[src/rtl/ser_to_sym_pkg.sv]
// Shared types and helpers for the serial-to-symbol packer.
// Contents: FSM state enum, width of the bps_sel port for a given MAX_BPS,
//           and the bit placement index inside a symbol.
package ser_to_sym_pkg;

    typedef enum logic {
        IDLE    = 1'b0,
        COLLECT = 1'b1
    } state_t;

    // bps_sel must be able to hold MAX_BPS itself, plus illegal values above it
    function automatic int bps_sel_width(input int max_bps);
        return $clog2(max_bps) + 1;
    endfunction

    // Symbol bit index for the k-th received bit of a symbol
    function automatic int place_idx(input int k, input int bps, input bit msb_first);
        return msb_first ? (bps - 1 - k) : k;
    endfunction

endpackage

[src/rtl/ser_to_sym_sync_fifo.sv]
// Small synchronous FIFO with async active-high reset.
// Ports: clk, rst; push/push_data write side; pop read side;
//        head = current oldest entry, full/empty flags from the registered count.
// The head is read straight out of the storage registers, so it only changes
// on a clock edge and there is no combinational path from push/pop to it.
module sync_fifo #(
    parameter int WIDTH = 4,
    parameter int DEPTH = 4
) (
    input  logic             clk,
    input  logic             rst,
    input  logic             push,
    input  logic [WIDTH-1:0] push_data,
    input  logic             pop,
    output logic [WIDTH-1:0] head,
    output logic             full,
    output logic             empty
);
    localparam int AW = (DEPTH > 1) ? $clog2(DEPTH) : 1;

    logic [WIDTH-1:0] mem [DEPTH];
    logic [AW-1:0]    wr_ptr;
    logic [AW-1:0]    rd_ptr;
    logic [AW:0]      count;
    logic             do_push;
    logic             do_pop;

    assign full    = (count == (AW+1)'(DEPTH));
    assign empty   = (count == '0);
    assign do_push = push & ~full;
    assign do_pop  = pop & ~empty;
    assign head    = mem[rd_ptr];

    always_ff @(posedge clk or posedge rst) begin
        if (rst) begin
            for (int i = 0; i < DEPTH; i++) mem[i] <= '0;
            wr_ptr <= '0;
            rd_ptr <= '0;
            count  <= '0;
        end else begin
            if (do_push) begin
                mem[wr_ptr] <= push_data;
                wr_ptr      <= wr_ptr + 1'b1;
            end
            if (do_pop) rd_ptr <= rd_ptr + 1'b1;
            case ({do_push, do_pop})
                2'b10:   count <= count + 1'b1;
                2'b01:   count <= count - 1'b1;
                default: count <= count;
            endcase
        end
    end

endmodule

[src/rtl/ser_to_sym.sv]
// Serial-to-symbol packer: one bit per accepted beat, BPS bits per symbol,
// symbols queued in an output FIFO.
// Ports: clk, rst (async, active high); bps_sel latched on SOF;
//        in_valid/in_bit/in_sof/in_eof/in_ready serial input handshake;
//        sym_valid/sym_data/sym_ready symbol output handshake;
//        align_err one-cycle pulse on SOF mid-symbol; cfg_err sticky bad bps_sel.
//
// state   | meaning
// --------+-----------------------------------------------------------
// IDLE    | waiting for SOF; non-SOF beats are accepted and dropped
// COLLECT | inside a frame, packing bits into the current symbol
module ser_to_sym
    import ser_to_sym_pkg::*;
#(
    parameter int MAX_BPS    = 4,
    parameter int FIFO_DEPTH = 4,
    parameter bit MSB_FIRST  = 1'b1
) (
    input  logic                              clk,
    input  logic                              rst,
    input  logic [bps_sel_width(MAX_BPS)-1:0] bps_sel,
    input  logic                              in_valid,
    input  logic                              in_bit,
    input  logic                              in_sof,
    input  logic                              in_eof,
    output logic                              in_ready,
    output logic                              sym_valid,
    output logic [MAX_BPS-1:0]                sym_data,
    input  logic                              sym_ready,
    output logic                              align_err,
    output logic                              cfg_err
);
    localparam int              BW      = bps_sel_width(MAX_BPS);
    localparam logic [BW-1:0]   BPS_MAX = BW'(MAX_BPS);

    state_t             state;
    state_t             state_nxt;
    logic [BW-1:0]      bps_q;
    logic [BW-1:0]      bps_nxt;
    logic [BW-1:0]      cnt_q;
    logic [BW-1:0]      k_cur;
    logic [BW-1:0]      cnt_inc;
    logic [MAX_BPS-1:0] sreg_q;
    logic [MAX_BPS-1:0] sreg_nxt;
    logic               accept;
    logic               start;
    logic               store;
    logic               do_push;
    logic               sel_legal;
    logic               fifo_full;
    logic               fifo_empty;

    // in_ready comes only from the registered FIFO count
    assign in_ready  = ~fifo_full;
    assign accept    = in_valid & in_ready;
    assign start     = accept & in_sof;
    assign store     = accept & (in_sof | (state == COLLECT));
    assign sel_legal = (bps_sel != '0) && (int'(bps_sel) <= MAX_BPS);
    assign sym_valid = ~fifo_empty;

    always_ff @(posedge clk or posedge rst) begin
        if (rst) state <= IDLE;
        else     state <= state_nxt;
    end

    always_comb begin
        state_nxt = state;
        if (store) state_nxt = in_eof ? IDLE : COLLECT;
    end

    // SOF restarts the symbol from scratch with a freshly latched BPS,
    // whatever was in flight; the bit is then placed against that BPS.
    always_comb begin
        bps_nxt = bps_q;
        k_cur   = cnt_q;
        sreg_nxt = sreg_q;
        if (in_sof) begin
            bps_nxt  = sel_legal ? bps_sel : BPS_MAX;
            k_cur    = '0;
            sreg_nxt = '0;
        end
        for (int i = 0; i < MAX_BPS; i++) begin
            if (i == place_idx(int'(k_cur), int'(bps_nxt), MSB_FIRST)) sreg_nxt[i] = in_bit;
        end
        cnt_inc = k_cur + 1'b1;
        // after storing, count is always nonzero, so EOF always flushes
        do_push = store & (in_eof | (cnt_inc == bps_nxt));
    end

    always_ff @(posedge clk or posedge rst) begin
        if (rst) begin
            bps_q     <= BPS_MAX;
            cnt_q     <= '0;
            sreg_q    <= '0;
            align_err <= 1'b0;
            cfg_err   <= 1'b0;
        end else begin
            align_err <= start & (state == COLLECT) & (cnt_q != '0);
            if (start & ~sel_legal) cfg_err <= 1'b1;
            if (store) begin
                bps_q  <= bps_nxt;
                cnt_q  <= do_push ? '0 : cnt_inc;
                sreg_q <= do_push ? '0 : sreg_nxt;
            end
        end
    end

    sync_fifo #(
        .WIDTH (MAX_BPS),
        .DEPTH (FIFO_DEPTH)
    ) u_fifo (
        .clk       (clk),
        .rst       (rst),
        .push      (do_push),
        .push_data (sreg_nxt),
        .pop       (sym_ready),
        .head      (sym_data),
        .full      (fifo_full),
        .empty     (fifo_empty)
    );

endmodule

[config.mk]
export PLATFORM = sky130hd
export DESIGN_NAME = ser_to_sym
export DESIGN_NICKNAME = d
export VERILOG_FILES = /design/src/rtl/ser_to_sym_pkg.sv /design/src/rtl/ser_to_sym_sync_fifo.sv /design/src/rtl/ser_to_sym.sv
export SDC_FILE = /design/constraint.sdc
export NUM_CORES = 1
export LEC_CHECK = 0
export BUFFER_PORTS_ARGS = -buffer_cell sky130_fd_sc_hd__buf_2
export CORE_MARGIN = 1.5
export CORE_UTILIZATION = 29
export CTS_CLUSTER_DIAMETER = 30
export DETAILED_ROUTE_END_ITERATION = 12
export PLACE_DENSITY = 0.52
export SLEW_MARGIN = 15
export SYNTH_ARGS = -nofsm -noshare
export SYNTH_HDL_FRONTEND = slang
export SYNTH_SLANG_ARGS = --single-unit
[constraint.sdc]
create_clock -name clk -period 2.7 [get_ports clk]
set_input_delay 0.405 -clock clk [delete_from_list [all_inputs] [get_ports clk]]
set_output_delay 0.405 -clock clk [all_outputs]
set_load 0.02 [all_outputs]
Yosys cells after proc, flatten, opt, wreduce, memory -nomap -nowiden
Cells that the tools add are included.
- register bits: 36
- output and inout port bits: 8
- add/subtract/negate cells: 7
- order comparisons: 4
- equal/unequal tests: 7
- mux-type cells: 18
- bitwise gates (word level): 16
- reductions and logical operators: 7
- operators with widths (operator ; count):
    32-bit logical NOT ; 1
    4-bit two-way mux ; 5
    16-bit bitwise mux ; 1
    3-bit two-way mux ; 4
    3-bit by 5-bit == test with 1-bit output, first input constant ; 2
    1-bit AND ; 9
    4-bit binary-select mux with 2-bit select ; 1
    4-bit demux with 2-bit select ; 1
    3-bit by 1-bit adder with 3-bit output, second input constant ; 2
    3-bit greater-or-equal comparator, second input constant ; 2
    2-bit NOT with 3-bit output ; 2
    3-bit one-hot mux with 2 select lines ; 1
    3-bit nonzero test ; 2
    2-bit by 5-bit == test with 1-bit output, first input constant ; 1
    1-bit two-way mux ; 5
    4-bit by 4-bit subtractor with 5-bit output ; 1
    2-bit by 1-bit adder with 2-bit output, second input constant ; 2
    3-bit by 1-bit subtractor with 4-bit output, second input constant ; 1
    3-bit == test ; 1
    3-bit == test, second input constant ; 1
    3-bit less-or-equal comparator, second input constant ; 1
    3-bit logical NOT ; 1
    3-bit by 1-bit < comparator with 1-bit output, second input constant ; 1
    1-bit NOT ; 3
    other kinds (6) ; 8

Logic depth before layout (Yosys ltp)
- depth after elaboration: 10
- gate-level depth with buffers: 15
- mapped depth without buffers: 15

Hierarchy
From an unflattened synthesis, not the netlist that was laid out.
- cell total of the unflattened synthesis: 180
- area total of the unflattened synthesis: 2034.5 um2
- by module, submodules not included (module ; times used ; cells each ; area an instance (um2)):
    sync_fifo ; 1 ; 78 ; 1108.6
    ser_to_sym ; 1 ; 102 ; 925.9

Worst setup path after synthesis
No wires, ideal clock.
- path type: input to register
- start point: input bps_sel[0]
- end point: register u_fifo.mem[10] (netlist bit)
- data arrival time: 3.036 ns
- data required time: 2.575 ns
- path slack: -0.461 ns
- stages: 13
- buffers on the path: 0
- cells stage by stage: or2_2 -> ha_1 -> nor2b_1 -> mux2i_1 -> ha_1 -> inv_1 -> fa_1 -> xnor2_1 -> nand2_1 -> a22oi_4 -> nand3_1 -> mux2_2 -> mux2_2
- word-level cells in the longest chain between the ends: 9
- elaborated cells between the ends (all ways): 14
- those cells by class: add/sub: 2; order compare: 1; eq/ne: 2; mux: 4; bitwise: 3; reduce/logical: 2
- ends and longest elaborated chain (item ; RTL line ; text):
    start, declared ; ser_to_sym.sv:21 ; input logic [bps_sel_width(MAX_BPS)-1:0] bps_sel,
    3-bit less-or-equal comparator or 3-bit nonzero test (tied branches) ; ser_to_sym.sv:58 ; assign sel_legal = (bps_sel != '0) && (int'(bps_sel) <= MAX_BPS);
    1-bit logical AND ; ser_to_sym.sv:58 ;
    3-bit two-way mux * ; ser_to_sym.sv:78 ; bps_nxt = sel_legal ? bps_sel : BPS_MAX;
    3-bit two-way mux * ; ser_to_sym.sv:77 ; if (in_sof) begin
    3-bit by 1-bit subtractor with 4-bit output ; ser_to_sym_pkg.sv:18 ; return msb_first ? (bps - 1 - k) : k;
    4-bit by 4-bit subtractor with 5-bit output ; ser_to_sym_pkg.sv:18 ;
    3-bit by 5-bit == test with 1-bit output ; ser_to_sym.sv:83 ; if (i == place_idx(int'(k_cur), int'(bps_nxt), MSB_FIRST)) sreg_nxt[i] = in_bit;
    1-bit two-way mux ; ser_to_sym.sv:83 ;
    16-bit bitwise mux ; ser_to_sym_sync_fifo.sv:42 ; mem[wr_ptr] <= push_data;
    end signal, assigned by index ; ser_to_sym_sync_fifo.sv:42 ;
    end, declared ; ser_to_sym_sync_fifo.sv:21 ; logic [WIDTH-1:0] mem [DEPTH];
Every way passes the cells marked *; elsewhere a longest branch is shown, timed or not.
A chain may end at the register's enable or synchronous reset.

Worst setup path in the final report
- start point: input bps_sel[1]
- end point: register u_fifo.mem[7] (netlist bit)
Same word-level chain as after synthesis.

==> metrics.csv <==
stage,metric,value,unit
sta,worst_slack,-290,ps
sta,setup_viol,20,
routing,vias,1393,
sta,min_period_over_period,111,%
worst_setup_path,path_buf_inv,2,
global_routing,overflow,0,
die,io_pins,18,
cts,cts-root-buf,clkbuf_8,
worst_setup_path,crit_type,in -> reg,
worst_setup_path,reg2reg_to,u_fifo.mem[9],
yosys,synth_area_leader_cell,dfrtp_1,
yosys,synthFlopType,dfrtp_1,
die,die_width,86.5,um
cts,clk_pin_slew,70,ps
routing,first_pass_iters,4,
die,start_util,29.9,%
yosys,synth_most_common_cell,dfrtp_1,
global_routing,gr-usage-all-layers,12.8,%
place,numPortBuffers,17,
worst_setup_path,worstPathMaxFanout,5,
place,gp_congestion,0.747,
yosys,synth_top_cells_by_area,"dfrtp_1, mux2_2, ha_1, mux4_2, nand3_4",
die,die_area,7490,um2
worst_setup_path,slowest_stage,fa_2,
worst_setup_path,reg2reg_slack,80,ps
yosys,synth_enable_flop_cells,0,
die,fp-row-count,30,
sta,rsz0062_at_grt,yes,
worst_setup_path,crit_path_end_kind,register,
worst_setup_path,critPathTopFamily,adder cells,
sta,relSlewSlack,65.5,%
routing,first_iter_violations,53,
sta,max_freq,335,MHz
yosys,synth_area_per_cell,12.4,um2
sta,fin_skew,7.34,ps
worst_setup_path,arrival,3170,ps
cells_and_area,layout.nets,234,
run,drv_cap,0,
cells_and_area,layout-area-overhead-vs-synth,31.7,%
cts,cts_hold_buf,0,
global_routing,grt_max_degree,37,
die,core_area,6760,um2
cts,htree_levels,2,
global_routing,grt_pass1_vias,1427,
cts,tritoncts,yes,
yosys,netlist.area_leader.share,43.3,%
yosys,syn-num-nets,186,
routing,avgViaCountPerCell,4.77,
sta,whs,207,ps
worst_setup_path,cp-start-kind,primary input,
yosys,synthTopCellsByCount,"dfrtp_1, mux2_2, inv_1",
yosys,async_flop_share,100,%
sta,slew_violations,0,
yosys,ys_warn_count,0,
worst_setup_path,crit_cells,14,
worst_setup_path,reg2reg_depth,12,
cells_and_area,drive_above_1_share,47.6,%
cells_and_area,antennaDiodeCount,0,
yosys,synth_cell_type_count,35,
worst_setup_path,rr_startpoint,bps_q[0],
yosys,ys_ff_latch,36,
routing,ant_nets,0,
status,status,finished with violations,
sta,finalHoldViolCount,0,
power,leakagePower,1.27,nW
routing,wl_per_cell,14.7,um
global_routing,antenna_found_initial,0,
status,violations,setup timing,
yosys,seq_area_frac_synth,44.6,%
power,irDropWorstVdd,0.343,mV
worst_setup_path,path_cells,buf_6 > or2_4 > ha_4 > nor2b_4 > mux2i_4 > ha_4 > inv_4 > fa_2 > xnor2_2 > nand2_1 > a22oi_4 > nand3b_1 > mux2_4 > mux2_4,
routing,drc,0,
cts,clkSinkCount,36,
place,hpwlAfterDp,3000,um
cts,clkLatencyLatePin,290,ps
yosys,netlist_area,2020,um2
worst_setup_path,cpPeakStageDelay,400,ps
power,power_density,969,nW/um2
sta,finalCriticalPeriod,2990,ps
worst_setup_path,worst-endpoint-required,2880,ps
yosys,syn_inst,163,
place,post-place-ws,-551,ps
global_routing,grt_pass1_wl,7290,um
routing,drt-total-wl,4310,um
cts,clk_path_buf_depth,2,
die,die_h,86.5,um
cts,cts_made_buffers,5,
min_path,min_path_type,in -> async,
sta,tightest_slew,515,ps
==> state kept, by name, summed over array words and instances (netlist names) <==
register and flops:
align_err 1, bps_q 3, cfg_err 1, cnt_q 3, sreg_q 4, state 1, u_fifo.count 3, u_fifo.mem 16
u_fifo.rd_ptr 2, u_fifo.wr_ptr 2
==> through the flow <==
step / power, W / util, % / cell area [um2] / std cells / setup TNS [ps]
2_1_floorplan: 0.00169 / - / 2090 / 163 / -5250
3_3_place_gp: 0.00197 / 35.6 / 2400 / 276 / -10500
3_5_place_dp: 0.00198 / 35.6 / 2400 / 276 / -10950
4_1_cts: 0.00253 / 38.5 / 2600 / 289 / -2360
5_1_grt: 0.00278 / 39.4 / 2670 / 292 / -7410
6_report: 0.00258 / 39.4 / 2670 / 292 / -5160
==> worst max path at each step <==
stage | start | end | slack [ps]
6_report | bps_sel[1] | u_fifo.mem[7] | -290
5_1_grt | bps_sel[1] | u_fifo.mem[4] | -400
4_1_cts | bps_sel[0] | u_fifo.mem[7] | -170
3_5_place_dp | bps_sel[0] | u_fifo.mem[3] | -550
3_3_place_gp | bps_sel[0] | u_fifo.mem[3] | -540
2_1_floorplan | bps_sel[0] | u_fifo.mem[0] | -280
==> cell usage in the layout, fill, tap and decap left out, types with 6 or more instances in the layout <==
cell type | netlist | final
a22o_1 | 6 | 6
buf_2 | 1 | 15
buf_4 | 0 | 27
dfrtp_1 | 35 | 35
ha_1 | 11 | 6
inv_1 | 13 | 10
mux2_2 | 19 | 13
mux2_4 | 0 | 6
nand2_1 | 10 | 9
o21ai_0 | 6 | 6
xor2_1 | 6 | 6
==> worst reg2reg max path, stage by stage (launching register included) <==
cell      delay [ps]
dfrtp_1          420
mux2i_4          210
ha_4             240
inv_4             60
buf_4            110
ha_4             180
nor2b_1          120
o211ai_1         270
a22oi_4          110
buf_4            170
and3_4           140
a31o_4           230
mux2_2           260
==> layout make-up <==
class	count	area, um2
clock inverter	2	35.0
multi-input combinational	111	1200
timing repair buffer	44	300
tap	80	100
fill	645	4090
sequential	36	902
inverter	13	51.3
clock buffer	6	72.6
==> layer usage <==
layer,share of wire [%],global-route usage [%]
met3,3.9,3.33
met2,48,19.0
met4,1.0,3.96
met1,47,18.2
met5,0,0
==> report_power, final <==
part           internal (W)  switching (W)  leakage, nW  total (W)
Sequential         0.000731       0.000157        0.469   0.000888
Combinational      0.000647       0.000580        0.741    0.00123
Clock              0.000274       0.000193       0.0552   0.000467
==> cells by family after synthesis <==
group	count (synthesis)	synth area share (%)
AOI/OAI and AO/OA	24	10.6
xor gates and xnor gates	12	5.19
adders and majority gates	13	8.78
buffers and inverters	16	3.03
DFF	36	44.6
muxes	25	16.0
and+or+nand+nor	37	11.8
==> timing repair <==
item | CTS | global route
buffers inserted | 5 | 3
gates resized for setup | 10 | 6
endpoints found under the setup margin | 21 | 21
pin swaps | 11 | 14
Power figures use the tool's default switching activity.
